--- src/rtl/ahbl_uart_rx_pkg.sv ---
// Shared constants for the AHB-Lite UART receiver: register map, STATUS
// layout, default read value and the receiver state encoding.
package ahbl_uart_rx_pkg;

  // Receiver oversampling ratio (ticks per bit). Fixed; the sample counters are 4 bits wide.
  localparam int OVERSAMPLE = 16;

  // Register offsets, decoded on HADDR[23:0]
  localparam logic [23:0] ADDR_CTRL    = 24'h00_0000;
  localparam logic [23:0] ADDR_BAUDDIV = 24'h00_0004;
  localparam logic [23:0] ADDR_STATUS  = 24'h00_0008;
  localparam logic [23:0] ADDR_DATA    = 24'h00_000C;

  // CTRL bit positions
  localparam int CTRL_EN = 0;
  localparam int CTRL_IE = 1;

  // STATUS bit positions
  localparam int STATUS_RXNE      = 0;
  localparam int STATUS_FULL      = 1;
  localparam int STATUS_OVR       = 2;
  localparam int STATUS_FERR      = 3;
  localparam int STATUS_COUNT_LSB = 4;

  // Value returned for any unmapped address
  localparam logic [31:0] READ_DEFAULT = 32'hBADD_BEEF;

  // Receiver FSM states
  typedef enum logic [1:0] {
    RX_IDLE  = 2'd0,
    RX_START = 2'd1,
    RX_DATA  = 2'd2,
    RX_STOP  = 2'd3
  } rx_state_t;

endpackage

--- src/rtl/uart_rx.sv ---
// 8N1 serial deserialiser: two-flop synchroniser, baud tick generator and
// a 16x oversampling receive FSM. Completed bytes are reported as one-cycle
// pulses on valid (good stop bit) or ferr (bad stop bit).
//
// Handshake: valid is a one-cycle strobe with data stable in the same cycle.
// There is no ready/back-pressure; the consumer must take or drop the byte
// in that cycle.
module uart_rx
  import ahbl_uart_rx_pkg::*;
(
  input  logic        clk,
  input  logic        rst,
  input  logic        en,
  input  logic [15:0] baud_div,
  input  logic        rx,
  output logic [7:0]  data,
  output logic        valid,
  output logic        ferr,
  output rx_state_t   state
);

  localparam logic [3:0] SC_MID  = 4'(OVERSAMPLE / 2 - 1);
  localparam logic [3:0] SC_LAST = 4'(OVERSAMPLE - 1);

  logic        rx_meta;
  logic        rx_s;
  logic [15:0] tick_cnt;
  logic        tick;

  rx_state_t   state_next;
  logic [3:0]  sc;
  logic [3:0]  sc_next;
  logic [2:0]  bc;
  logic [2:0]  bc_next;
  logic [7:0]  shreg;
  logic [7:0]  shreg_next;
  logic        valid_d;
  logic        ferr_d;

  // Bring the asynchronous line into the clock domain; idle level is high.
  always_ff @(posedge clk) begin
    if (rst) begin
      rx_meta <= 1'b1;
      rx_s    <= 1'b1;
    end else begin
      rx_meta <= rx;
      rx_s    <= rx_meta;
    end
  end

  // Down-counter producing one tick every baud_div+1 cycles; parked while disabled.
  always_ff @(posedge clk) begin
    if (rst || !en) begin
      tick_cnt <= baud_div;
    end else if (tick_cnt == 16'd0) begin
      tick_cnt <= baud_div;
    end else begin
      tick_cnt <= tick_cnt - 16'd1;
    end
  end

  assign tick = en && (tick_cnt == 16'd0);

  // State register together with the sample/bit counters and shift register.
  always_ff @(posedge clk) begin
    if (rst) begin
      state <= RX_IDLE;
      sc    <= 4'd0;
      bc    <= 3'd0;
      shreg <= 8'd0;
    end else begin
      state <= state_next;
      sc    <= sc_next;
      bc    <= bc_next;
      shreg <= shreg_next;
    end
  end

  // Next-state logic: start detect, mid-start glitch filter, mid-bit sampling.
  always_comb begin
    state_next = state;
    sc_next    = sc;
    bc_next    = bc;
    shreg_next = shreg;
    if (!en) begin
      state_next = RX_IDLE;
      sc_next    = 4'd0;
      bc_next    = 3'd0;
    end else begin
      case (state)
        RX_IDLE: begin
          if (!rx_s) begin
            state_next = RX_START;
            sc_next    = 4'd0;
          end
        end
        RX_START: begin
          if (tick) begin
            if (sc == SC_MID) begin
              if (rx_s) begin
                state_next = RX_IDLE;
              end else begin
                state_next = RX_DATA;
                sc_next    = 4'd0;
                bc_next    = 3'd0;
              end
            end else begin
              sc_next = sc + 4'd1;
            end
          end
        end
        RX_DATA: begin
          if (tick) begin
            if (sc == SC_LAST) begin
              shreg_next = {rx_s, shreg[7:1]};
              sc_next    = 4'd0;
              if (bc == 3'd7) begin
                state_next = RX_STOP;
              end else begin
                bc_next = bc + 3'd1;
              end
            end else begin
              sc_next = sc + 4'd1;
            end
          end
        end
        RX_STOP: begin
          if (tick) begin
            if (sc == SC_LAST) begin
              state_next = RX_IDLE;
            end else begin
              sc_next = sc + 4'd1;
            end
          end
        end
        default: state_next = RX_IDLE;
      endcase
    end
  end

  // Output decode: classify the frame at the stop-bit sample point.
  always_comb begin
    valid_d = 1'b0;
    ferr_d  = 1'b0;
    if ((state == RX_STOP) && tick && (sc == SC_LAST)) begin
      valid_d = rx_s;
      ferr_d  = !rx_s;
    end
  end

  // Register the frame result so the byte is presented one cycle after the stop sample.
  always_ff @(posedge clk) begin
    if (rst) begin
      valid <= 1'b0;
      ferr  <= 1'b0;
      data  <= 8'd0;
    end else begin
      valid <= valid_d;
      ferr  <= ferr_d;
      if (valid_d) begin
        data <= shreg;
      end
    end
  end

endmodule

--- src/rtl/ahbl_uart_rx.sv ---
// AHB-Lite UART receiver peripheral: register file (CTRL, BAUDDIV, STATUS,
// DATA), receive FIFO and interrupt, wrapped around the uart_rx core.
module ahbl_uart_rx
  import ahbl_uart_rx_pkg::*;
#(
  parameter int FIFO_DEPTH = 4
) (
  input  logic        HCLK,
  input  logic        HRESET,
  input  logic [31:0] HADDR,
  input  logic [1:0]  HTRANS,
  input  logic        HWRITE,
  input  logic [2:0]  HSIZE,
  input  logic [31:0] HWDATA,
  input  logic        HREADY,
  output logic [31:0] HRDATA,
  output logic        HREADYOUT,
  input  logic        rx,
  output logic        irq
);

  localparam int AW = $clog2(FIFO_DEPTH);
  localparam logic [AW:0] COUNT_FULL = (AW + 1)'(FIFO_DEPTH);

  // Latched address phase
  logic [23:0] haddr_d;
  logic [1:0]  htrans_d;
  logic        hwrite_d;
  logic [2:0]  hsize_d;
  logic        wr_en;
  logic        rd_en;

  // Registers
  logic [1:0]  ctrl;
  logic [15:0] baud_div;
  logic        ovr;
  logic        ferr_flag;

  // Receiver interface
  logic [7:0]  rx_data;
  logic        rx_valid;
  logic        rx_ferr;
  rx_state_t   rx_state;

  // FIFO
  logic [7:0]    mem [FIFO_DEPTH];
  logic [AW-1:0] wr_ptr;
  logic [AW-1:0] rd_ptr;
  logic [AW:0]   count;
  logic          empty;
  logic          full;
  logic          push;
  logic          pop;
  logic [7:0]    head;
  logic [31:0]   status_word;

  logic ovr_set;
  logic ovr_clr;
  logic ferr_clr;
  logic unused_bits;

  assign HREADYOUT = 1'b1;

  // Capture the address phase whenever the bus advances.
  always_ff @(posedge HCLK) begin
    if (HRESET) begin
      haddr_d  <= 24'd0;
      htrans_d <= 2'b00;
      hwrite_d <= 1'b0;
      hsize_d  <= 3'd0;
    end else if (HREADY) begin
      haddr_d  <= HADDR[23:0];
      htrans_d <= HTRANS;
      hwrite_d <= HWRITE;
      hsize_d  <= HSIZE;
    end
  end

  assign wr_en = htrans_d[1] & hwrite_d;
  assign rd_en = htrans_d[1] & ~hwrite_d;

  // Writable configuration registers.
  always_ff @(posedge HCLK) begin
    if (HRESET) begin
      ctrl     <= 2'b00;
      baud_div <= 16'd0;
    end else if (wr_en) begin
      if (haddr_d == ADDR_CTRL) begin
        ctrl <= HWDATA[1:0];
      end
      if (haddr_d == ADDR_BAUDDIV) begin
        baud_div <= HWDATA[15:0];
      end
    end
  end

  uart_rx u_rx (
    .clk      (HCLK),
    .rst      (HRESET),
    .en       (ctrl[CTRL_EN]),
    .baud_div (baud_div),
    .rx       (rx),
    .data     (rx_data),
    .valid    (rx_valid),
    .ferr     (rx_ferr),
    .state    (rx_state)
  );

  assign empty = (count == '0);
  assign full  = (count == COUNT_FULL);
  assign head  = mem[rd_ptr];

  // A full FIFO still accepts a byte when the head is popped in the same cycle.
  assign pop     = rd_en && (haddr_d == ADDR_DATA) && !empty;
  assign push    = rx_valid && (!full || pop);
  assign ovr_set = rx_valid && full && !pop;

  assign ovr_clr  = wr_en && (haddr_d == ADDR_STATUS) && HWDATA[STATUS_OVR];
  assign ferr_clr = wr_en && (haddr_d == ADDR_STATUS) && HWDATA[STATUS_FERR];

  // Sticky error flags; a set event in the same cycle beats a write-1-clear.
  always_ff @(posedge HCLK) begin
    if (HRESET) begin
      ovr       <= 1'b0;
      ferr_flag <= 1'b0;
    end else begin
      ovr       <= (ovr & ~ovr_clr) | ovr_set;
      ferr_flag <= (ferr_flag & ~ferr_clr) | rx_ferr;
    end
  end

  // FIFO storage; contents need no reset because the pointers define validity.
  always_ff @(posedge HCLK) begin
    if (push) begin
      mem[wr_ptr] <= rx_data;
    end
  end

  // FIFO pointers and occupancy; pointers wrap naturally at FIFO_DEPTH.
  always_ff @(posedge HCLK) begin
    if (HRESET) begin
      wr_ptr <= '0;
      rd_ptr <= '0;
      count  <= '0;
    end else begin
      if (push) begin
        wr_ptr <= wr_ptr + AW'(1);
      end
      if (pop) begin
        rd_ptr <= rd_ptr + AW'(1);
      end
      case ({push, pop})
        2'b10:   count <= count + (AW + 1)'(1);
        2'b01:   count <= count - (AW + 1)'(1);
        default: count <= count;
      endcase
    end
  end

  // Assemble the STATUS word from live FIFO state and the sticky flags.
  always_comb begin
    status_word                                 = 32'd0;
    status_word[STATUS_RXNE]                    = !empty;
    status_word[STATUS_FULL]                    = full;
    status_word[STATUS_OVR]                     = ovr;
    status_word[STATUS_FERR]                    = ferr_flag;
    status_word[STATUS_COUNT_LSB +: (AW + 1)]   = count;
  end

  // Read mux driven from the latched data-phase address.
  always_comb begin
    HRDATA = READ_DEFAULT;
    case (haddr_d)
      ADDR_CTRL:    HRDATA = {30'd0, ctrl};
      ADDR_BAUDDIV: HRDATA = {16'd0, baud_div};
      ADDR_STATUS:  HRDATA = status_word;
      ADDR_DATA:    HRDATA = empty ? 32'd0 : {24'd0, head};
      default:      HRDATA = READ_DEFAULT;
    endcase
  end

  assign irq = ctrl[CTRL_IE] & !empty;

  // Bus fields and debug state that the register logic does not consume.
  assign unused_bits = ^{HADDR[31:24], hsize_d, HWDATA[31:16], rx_state};

endmodule

--- config.mk ---
export PLATFORM = sky130hd
export DESIGN_NAME = ahbl_uart_rx
export DESIGN_NICKNAME = d
export VERILOG_FILES = /design/src/rtl/ahbl_uart_rx_pkg.sv /design/src/rtl/uart_rx.sv /design/src/rtl/ahbl_uart_rx.sv
export SDC_FILE = /design/constraint.sdc
export NUM_CORES = 1
export LEC_CHECK = 0
export BUFFER_PORTS_ARGS = -buffer_cell sky130_fd_sc_hd__buf_4
export CAP_MARGIN = 20
export CORE_MARGIN = 1
export CORE_UTILIZATION = 50
export CTS_CLUSTER_DIAMETER = 30
export CTS_CLUSTER_SIZE = 24
export DETAILED_ROUTE_END_ITERATION = 10
export GPL_TIMING_DRIVEN = 1
export PLACE_DENSITY = 0.8
export SLEW_MARGIN = 10
export SYNTH_ARGS = -nofsm -noshare
export SYNTH_HDL_FRONTEND = slang
export SYNTH_SLANG_ARGS = --single-unit
--- constraint.sdc ---
create_clock -name HCLK -period 6.93 [get_ports HCLK]
set_input_delay 0.693 -clock HCLK [delete_from_list [all_inputs] [get_ports HCLK]]
set_output_delay 0.693 -clock HCLK [all_outputs]
set_load 0.05 [all_outputs]
==> impl_metrics.toml, run 1 <==
[worst_setup_path]
end_kind = "output port"
ff2ff_path_depth = 9
rr_startpoint = "haddr_d[18]"
cp_slowest_cell = "nor2_1"
cp_max_fo = 21
arrival_ns = 3.67
path_cells = "nor4_1, nand4_1, nor2_1, inv_1, a221oi_1, nand2_1, buf_4"
slowest_delay_ns = 0.70
crit_type = "register to output port"
cp-start-kind = "register"
r2r_setup_slack_ns = 3.51
cp.required_ns = 6.24
timing.rr.end = "count[2]"

[timing]
setup_violations = 0
final.setup.tns_ns = 0
worstMarginPinSlew_ns = 1.05
max_slew_margin = 0.299
fmax_ghz = 0.229
fin_crit_ns = 4.36
skew_ns = 0.0138
post-route-period-util = 0.629
worst_slack_ns = 2.57
slew_viol_final = 0
finalHoldViolations = 0
rsz0062_at_grt = "no"

[job]
drv_cap = 0

[detailed_routing]
wl_per_cell_um = 16.6
detail-route-antenna-nets = 0
num_vias = 4848
routed_via_density = 5.86
wl_mm = 13.7
dr.pass1.iters = 7
drc = 0
drt-initial-drc-count = 407

[layout]
areaGrowthSynthToFinish_pct = 18.2
drive_above_1_share = 0.207
layout_commonest_cell = "dfxtp_1"
antenna_cells = 0
layout_common_cells = "100 x dfxtp_1, 76 x nor2_1, 76 x buf_4, 57 x nand2_1, 56 x mux2i_1"
utilization = 0.605
final_cells = 828
fin_nets = 757

[global_routing]
grt_usage = 0.225
first_global_vias = 4644
grt-busiest-layer = "met2"
antenna_found_initial = 0
overflow = 0
grtUsageMet3 = 0.0520
grt_pass1_wl_mm = 22.4
grt_start_max_net_pins = 83
grt_use_met2 = 0.381
grt_use_met1 = 0.274

[die]
ios = 108
initial_core_util = 0.512
fp.dieW_um = 113
die_area_um2 = 12800
row_count = 40
dieHeight_um = 113
coreArea_um2 = 12000

[clocking]
htreeDepth = 4
holdBufCountCts = 0
clk_latency_ns = 0.42
clk_path_buf_depth = 2
cts_tree = "built"
clock_sinks = 132
cts_buffers = 17
cts_setup_buffers = 0
post_cts_resized = 0
path_clk_slew_ns = 0.06
cts_root_buf = "clkbuf_16"

[hold_path]
hold_depth = 1
hold_end = "u_rx.rx_s"
hp-start = "u_rx.rx_meta"
hold_path.class = "register to register"

[logic_synthesis]
yosysSeqAreaShare = 0.481
synth_async_sr_flop_share = 0
synth-edff-count = 32
syn-cell-area_um2 = 6150
synth-main-ff-cell = "dfxtp_1"
avgSynthCellArea_um2 = 9.89
ys_seq_elements = 132
synthCells = 622
synth_cell_types = 62
yosysWarnings = 0

[placed_design]
dpl.hpwl_mm = 9.13
place_ws_ns = 3.14
gp_congestion = 0.852
portBuffers = 73
dp.cells = 795

[power]
vdd_ir_drop_max_mv = 0.187
p_leak_nw = 2.78
powerDensity_nw_per_um2 = 247
p_total_mw = 1.80

[status]
status = "finished clean"
-- where the power goes --
part | switching [mW] | total [mW] | internal, mW
logic | 0.0575 | 0.0939 | 0.0364
clock network | 0.361 | 0.901 | 0.539
registers | 0.00786 | 0.802 | 0.794
-- layer usage --
| metal | up-vias | share of wire |
|---|---|---|
| li1 | 2293 | - |
| met1 | 2356 | 0.42 |
| met2 | 172 | 0.50 |
| met3 | 27 | 0.050 |
| met4 | 0 | 0.022 |
| met5 | - | 0 |
-- worst max-delay path: cells and delay by family (launching register included) --
family                 cells  cell delay [ns]
buffers and inverters      2             0.71
flip-flops                 1             0.32
AO/OA/AOI/OAI              1             0.45
AND/OR/NAND/NOR            4             1.76
-- worst max path at each step --
stage / startpoint / end / slack, ns / depth (start not counted)
2_1_floorplan: haddr_d[18] / HRDATA[4] / 3.21 / 6
3_3_place_gp: haddr_d[18] / HRDATA[5] / 3.17 / 7
3_5_place_dp: haddr_d[18] / HRDATA[5] / 3.14 / 7
4_1_cts: haddr_d[18] / HRDATA[5] / 2.66 / 7
5_1_grt: haddr_d[18] / HRDATA[5] / 2.35 / 7
6_report: haddr_d[18] / HRDATA[5] / 2.57 / 7
-- registers in the layout (all words and copies together) (netlist names), 2 cells and up, named ones only --
register       count
baud_div          16
count              3
ctrl               2
haddr_d           24
mem               32
rd_ptr             2
u_rx.bc            3
u_rx.data          8
u_rx.sc            4
u_rx.shreg         8
u_rx.tick_cnt     16
wr_ptr             2
-- cell families (layout without fill, tap and decap cells) --
family          count (synthesis)  in the layout  synth area share
flops                         132            132             0.481
other cells                     2              6           0.00122
fa+ha+maj                      15             15            0.0317
buf+inv                        79            134            0.0600
xor+xnor                       15             15            0.0213
compound gates                 86             86            0.0949
mux                            66             66             0.124
simple gates                  227            227             0.185
-- stage by stage --
| step | hold WS [ns] | area [µm²] |
|---|---|---|
| 2_1_floorplan | 0.389 | 6170 |
| 3_3_place_gp | 0.394 | 6670 |
| 3_5_place_dp | 0.403 | 6670 |
| 4_1_cts | 0.417 | 7260 |
| 5_1_grt | 0.431 | 7270 |
| 6_report | 0.413 | 7270 |
-- Yosys cell counts, types with 2 or more instances --
cell type  number  area, µm²
or2_2           4       25.0
or4_4           3       33.8
buf_1           2       7.51
o211ai_1        2       15.0
and3_1          6       37.5
conb_1          2       7.51
nor3b_1         3       22.5
nor3_1         13       65.1
nand2b_1        4       25.0
nor4_1         13       81.3
o41ai_1         2       17.5
nor2b_1         4       25.0
o2bb2ai_1       4       35.0
edfxtp_1       32        961
clkbuf_1       32        120
a211oi_1        3       22.5
a221o_1         2       20.0
nor3_2          2       20.0
xnor2_1         8       70.1
nand3_1         7       35.0
nor2_1         76        285
or4_1           5       37.5
nand2_1        57        214
mux4_2          8        180
or3_1           5       31.3
mux2_2          2       22.5
inv_1          26       97.6
mux2i_1        56        561
dfxtp_1       100       2000
o21ai_2         8       70.1
a221oi_1        5       43.8
o31ai_1         3       22.5
ha_1           14        175
xor2_1          7       61.3
nand4_1        14       87.6
a21oi_1        19       95.1
nand3b_1        2       15.0
buf_4          17        128
o21ai_0        23        115
o22ai_1         3       18.8
nor4b_1         3       26.3
-- area by class of cell --
| type | count | area [µm²] |
|---|---|---|
| fillers | 932 | 4740 |
| flip-flops and latches | 132 | 2960 |
| multi-input cells | 415 | 2860 |
| repair buffers | 76 | 571 |
| clock buffers | 17 | 425 |
| well taps | 147 | 184 |
| clock inverters | 15 | 171 |
| inverters | 26 | 97.6 |
Note: power is estimated with default switching activity, not from simulation.
==> inputs of run 2 (changes only) <==
ABC_AREA = 1   (was unset)
PLACE_DENSITY = 0.82   (was 0.8)
clock period = 3.6 ns   (was 6.93 ns; I/O delays follow)
==> run 2 against run 1 <==
  * Global-route usage down 0.25 points
  * Area after synthesis up 0.51%
  * Sequential power up 92%
  * Final area up 0.98%
  * Via count up 7.3%
  * Sequential share of layout area down 0.40 points
  * First-iteration DRC count up 14%
  * Routed wire length down 2.6%
  * Synthesized cell count up 22%
  * Clock skew down 0.0046 ns
  * Non-clock buffer count down 1
  * Critical path depth up 4
  * Largest power group unchanged
==> impl_metrics.toml, run 2 <==
[power]
swShare = 0.213
powerDensity_nw_per_um2 = 489
p_leak_nw = 2.94
sequentialPowerShare = 0.430
p_int_mw = 2.82
combPwrFrac = 0.043
vdd_ir_drop_max_mv = 0.379
p_clk_frac = 0.526
p_sw_mw = 0.763

[layout]
fin_nets = 902
layout_common_cells = "130 x nor2_1, 100 x dfxtp_1, 95 x nand2_1, 78 x o21ai_0, 75 x buf_4"
fill_cells = 1058
drive_above_1_share = 0.188
largest_register_ffs = 32
top_regs = "mem: 32 flops, haddr_d: 24 flops"
top_register = "mem"
areaGrowthSynthToFinish_pct = 18.7
antenna_cells = 0
final_area_um2 = 7340
utilization = 0.611
layout_commonest_cell = "nor2_1"

[timing]
slew_viol_final = 0
fmax_ghz = 0.354
fin_crit_ns = 2.83
max_slew_margin = 0.445
setup_violations = 0
final.setup.tns_ns = 0
rsz0062_at_grt = "no"
skew_ns = 0.00919
finalHoldViolations = 0
worstMarginPinSlew_ns = 0.829
post-route-period-util = 0.785

[clocking]
clock_sinks = 132
holdBufCountCts = 0
post_cts_resized = 0
clk_path_buf_depth = 2
cts_root_buf = "clkbuf_16"
cts_tree = "built"
clk_latency_ns = 0.42
htreeDepth = 4
cts_buffers = 17
path_clk_slew_ns = 0.06
cts_setup_buffers = 0

[global_routing]
overflow = 0
grt-busiest-layer = "met2"
grt_start_max_net_pins = 67
grt_use_met2 = 0.345
grt_usage = 0.222
antenna_found_initial = 0
grt_pass1_wl_mm = 22.1
grtUsageMet3 = 0.0562
first_global_vias = 4607
grt_use_met1 = 0.290

[logic_synthesis]
synth-edff-count = 32
synthCells = 759
avgSynthCellArea_um2 = 8.15
synth_top_area_cell = "dfxtp_1"
yosysWarnings = 0
synthTopCellsByArea = "dfxtp_1 32%, edfxtp_1 16%, nor2_1 7.9%"
synth_cell_types = 51
synth_commonest_cells = "130 x nor2_1, 100 x dfxtp_1, 95 x nand2_1, 78 x o21ai_0, 66 x inv_1"
yosysSeqAreaShare = 0.479
synth_async_sr_flop_share = 0
synth.most_common_cell = "nor2_1"
synth_top_area_frac = 0.324
synth-main-ff-cell = "dfxtp_1"
ys_seq_elements = 132
syn-cell-area_um2 = 6190

[placed_design]
portBuffers = 73
dpl.hpwl_mm = 9.16
placed_area_um2 = 6690
gp_congestion = 0.881

[die]
ios = 108
coreArea_um2 = 12000
fp.dieW_um = 113
row_count = 40
dieHeight_um = 113
initial_core_util = 0.515
die_area_um2 = 12800

[worst_setup_path]
crit_type = "register to output port"
slowest_delay_ns = 0.42
cp_max_fo = 14
cp_slowest_cell = "nor2_2"
end_kind = "output port"
path_cells = "nor2_1, nand2_1, inv_1, nand4_1, inv_2, nand3_1, nand2_1, nor2_2, inv_2, nand3_1, buf_4"
cp-start-kind = "register"
cp.required_ns = 3.24
setup.worst_path.start = "haddr_d[7]"
arrival_ns = 2.47
rr_startpoint = "haddr_d[3]"

[detailed_routing]
dr.pass1.iters = 5
wl_per_cell_um = 13.7
routed_via_density = 5.35
drc = 0
num_vias = 5203
wl_mm = 13.4
detail-route-antenna-nets = 0
drt-initial-drc-count = 466

[hold_path]
hp-start = "rx"
hold_path.class = "input pin to register"

[job]
drv_cap = 0

[status]
status = "finished clean"
==> run 2: cell types whose count changed after synthesis, moves of 37 or more <==
| cell | change |
|---|---|
| a21oi_1 | +37 |
| o21ai_0 | +55 |
| inv_1 | +40 |
| nand2_1 | +38 |
| nor2_1 | +54 |
| mux2i_1 | -56 |
==> run 2: through the flow <==
stage	power [mW]	hold WS (ns)	instances	setup WS, ns
2_1_floorplan	1.67	0.389	763	0.634
4_1_cts	3.61	0.102	973	0.789
3_3_place_gp	1.73	0.392	941	1.30
5_1_grt	3.70	0.123	973	0.570
3_5_place_dp	1.73	0.399	941	1.25
6_report	3.59	0.117	973	0.773
==> run 2: cell type report <==
type | count | area (µm²) | area share
Multi-Input combinational cell | 512 | 2700 | 0.367
Tap cell | 147 | 184 | 0.0250
Sequential cell | 132 | 2960 | 0.403
Inverter | 75 | 283 | 0.0385
Clock buffer | 17 | 425 | 0.0579
Timing Repair Buffer | 75 | 563 | 0.0767
Clock inverter | 15 | 228 | 0.0310
==> run 2: cell families (layout without fill, tap and decap cells) <==
| family | after synthesis | after routing | share of synthesized area |
|---|---|---|---|
| AO/OA/AOI/OAI | 182 | 182 | 0.162 |
| XOR/XNOR | 9 | 9 | 0.0127 |
| adder cells (fa/ha/maj) | 15 | 15 | 0.0316 |
| buffers and inverters | 119 | 182 | 0.0874 |
| flip-flops | 132 | 132 | 0.479 |
| other | 2 | 6 | 0.00121 |
| AND/OR/NAND/NOR | 300 | 300 | 0.226 |
==> run 2: layer usage <==
layer,vias up,wire (µm)
li1,2610,-
met1,2376,5980
met2,188,6220
met3,29,857
met4,0,308
met5,-,0
==> run 2: worst max-delay path, delay by kind of cell, from the launching register on <==
family | cells | cell delay [ns]
flops | 1 | 0.34
buf+inv | 4 | 0.58
simple gates | 7 | 1.13
==> run 2: worst paths after layout <==
path / to / slack, ns / depth (start not counted)
worst max-delay path: HRDATA[0] / 0.77 / 11
worst min-delay path: u_rx.rx_meta / 0.12 / 2
worst max register to register: mem[2][0] / 1.36 / 8
worst min register to register: u_rx.rx_s / 0.41 / 1
==> run 2: power groups by stage <==
stage / Clock (mW) / Combinational (mW) / Sequential [mW]
6_report: 1.89 / 0.155 / 1.54
5_1_grt: 1.98 / 0.171 / 1.55
4_1_cts: 1.91 / 0.155 / 1.54
3_5_place_dp: 0 / 0.153 / 1.58
3_3_place_gp: 0 / 0.152 / 1.57
2_1_floorplan: 0 / 0.103 / 1.57
==> inputs of run 3 (changes only) <==
ABC_AREA = 0   (was 1)
clock period = 2.4 ns   (was 3.6 ns; I/O delays follow)
==> run 3 against run 2 <==
  * The run now ends with setup timing left
  * Utilization up 6.2 points
  * Worst hold slack worse by 0.068 ns
  * Combinational power up 130%
  * Cell count down 9.8%
  * Sequential share of layout area down 3.6 points
  * Worst setup slack worse by 0.98 ns
  * Final area up 10%
  * Global-route usage up 2.7 points
  * Via count down 0.62%
  * Register-to-register slack worse by 1.6 ns
  * Largest power group unchanged
==> impl_metrics.toml, run 3 (synthesis results as in run 1) <==
[global_routing]
first_global_vias = 4992
grtUsageMet3 = 0.0600
grt_use_met1 = 0.291
grt_pass1_wl_mm = 24.5
overflow = 0
grt_start_max_net_pins = 82
grt_usage = 0.249
grt-busiest-layer = "met2"
grt_use_met2 = 0.431
antenna_found_initial = 0

[timing]
fmax_ghz = 0.383
slew_viol_final = 0
fin_crit_ns = 2.61
worstMarginPinSlew_ns = 0.908
max_slew_margin = 0.394
rsz0062_at_grt = "yes"
fin_hold_ws_ns = 0.0493
setup_violations = 12
final.setup.tns_ns = -1.68
skew_ns = 0.00798
finalHoldViolations = 0
post-route-period-util = 1.09
worst_slack_ns = -0.208

[status]
violations = "setup timing"
status = "finished, violations left"

[power]
powerDensity_nw_per_um2 = 647
vdd_ir_drop_max_mv = 0.517
p_clk_frac = 0.487
combPwrFrac = 0.069
p_leak_nw = 3.16
p_sw_mw = 1.17
swShare = 0.224
sequentialPowerShare = 0.444
p_int_mw = 4.06

[worst_setup_path]
end_kind = "register"
arrival_ns = 2.87
cp_max_fo = 2
cp.required_ns = 2.66
cp-start-kind = "register"
crit_type = "register to register"

[die]
dieHeight_um = 113
ios = 108
row_count = 40
initial_core_util = 0.512
die_area_um2 = 12800
fp.dieW_um = 113
coreArea_um2 = 12000

[detailed_routing]
wl_per_cell_um = 18.4
wl_mm = 16.1
drc = 0
routed_via_density = 5.89
num_vias = 5171
drt-initial-drc-count = 332
detail-route-antenna-nets = 0
dr.pass1.iters = 5

[layout]
top_register = "mem"
fin_nets = 807
layout_common_cells = "105 x buf_4, 95 x dfxtp_1, 72 x nor2_1, 56 x mux2i_1, 46 x nand2_1"
final_area_um2 = 8080
top_regs = "mem: 32 flops, haddr_d: 24 flops"
utilization = 0.673
drive_above_1_share = 0.326
antenna_cells = 0
largest_register_ffs = 32
layout_commonest_cell = "buf_4"
areaGrowthSynthToFinish_pct = 31.3

[clocking]
path_clk_slew_ns = 0.06
clock_sinks = 132
cts_buffers = 17
htreeDepth = 4
cts_root_buf = "clkbuf_16"
clk_path_buf_depth = 2
cts_tree = "built"
clk_latency_ns = 0.42

[placed_design]
place_ws_ns = -0.246
dpl.hpwl_mm = 9.64
portBuffers = 73
gp_congestion = 0.867
placed_area_um2 = 6970

[job]
drv_cap = 0

[hold_path]
hold_path.class = "input pin to register"
[run 3: changes by cell type in the layout (fill, tap and decap cells not counted), moves of 16 or more]
cell | before | now
inv_1 | 66 | 24
nor2_1 | 130 | 72
mux2i_1 | 0 | 56
buf_4 | 75 | 105
nand2_1 | 95 | 46
o21ai_0 | 78 | 21
a21oi_1 | 56 | 18
o21ai_1 | 17 | 1
nand3_1 | 27 | 6
[run 3: path summary, 6_finish.rpt]
kind	from	to	slack [ns]	cells after the start
max	haddr_d[5]	count[1]	-0.21	9
min	HWDATA[8]	baud_div[8]	0.05	3
max reg2reg	haddr_d[5]	count[1]	-0.21	9
min reg2reg	u_rx.rx_meta	u_rx.rx_s	0.41	1
[run 3: timing repair]
item | CTS | global route
buffers inserted | 8 | 5
hold buffers | 1 | 0
endpoints found under the hold margin | 1 | 0
pin swaps | 13 | 16
gates resized for setup | 42 | 49
cloned | 1 | 0
setup endpoints to repair | 32 | 79
[run 3: layer usage]
metal	vias up	part of all wire	wire length, µm
li1	2387	-	-
met1	2529	0.40	6490
met2	199	0.50	8150
met3	56	0.055	886
met4	0	0.038	618
met5	-	0	0
[run 3: stage by stage]
step / instances / total power [mW]
after global placement: 833 / 2.64
after floorplan: 626 / 2.54
final: 878 / 5.23
after detailed placement: 833 / 2.65
after global routing: 878 / 5.36
after CTS: 875 / 5.20
[run 3: area by class of cell]
type                            count  area (µm²)
Tap cell                          147         184
Fill cell                         803        3930
Inverter                           26         103
Clock buffer                       25         522
Timing Repair Buffer              125        1040
Multi-Input combinational cell    416        3200
Sequential cell                   132        2970
Clock inverter                      7        67.6
[run 3: power groups by stage]
stage	clock network [mW]	registers [mW]	logic (mW)
final	2.55	2.32	0.361
after global routing	2.66	2.32	0.378
after CTS	2.55	2.31	0.331
after detailed placement	0	2.36	0.290
after global placement	0	2.35	0.282
after floorplan	0	2.35	0.191
[run 3: worst max-delay path, cell delays in order, from the launching register on]
cell	delay, ns
dfxtp_2	0.34
nor4_4	0.34
nand4_1	0.20
or4_4	0.58
nor3_4	0.22
fa_2	0.48
inv_2	0.09
nor2_2	0.04
nor2_2	0.10
a2111oi_2	0.06
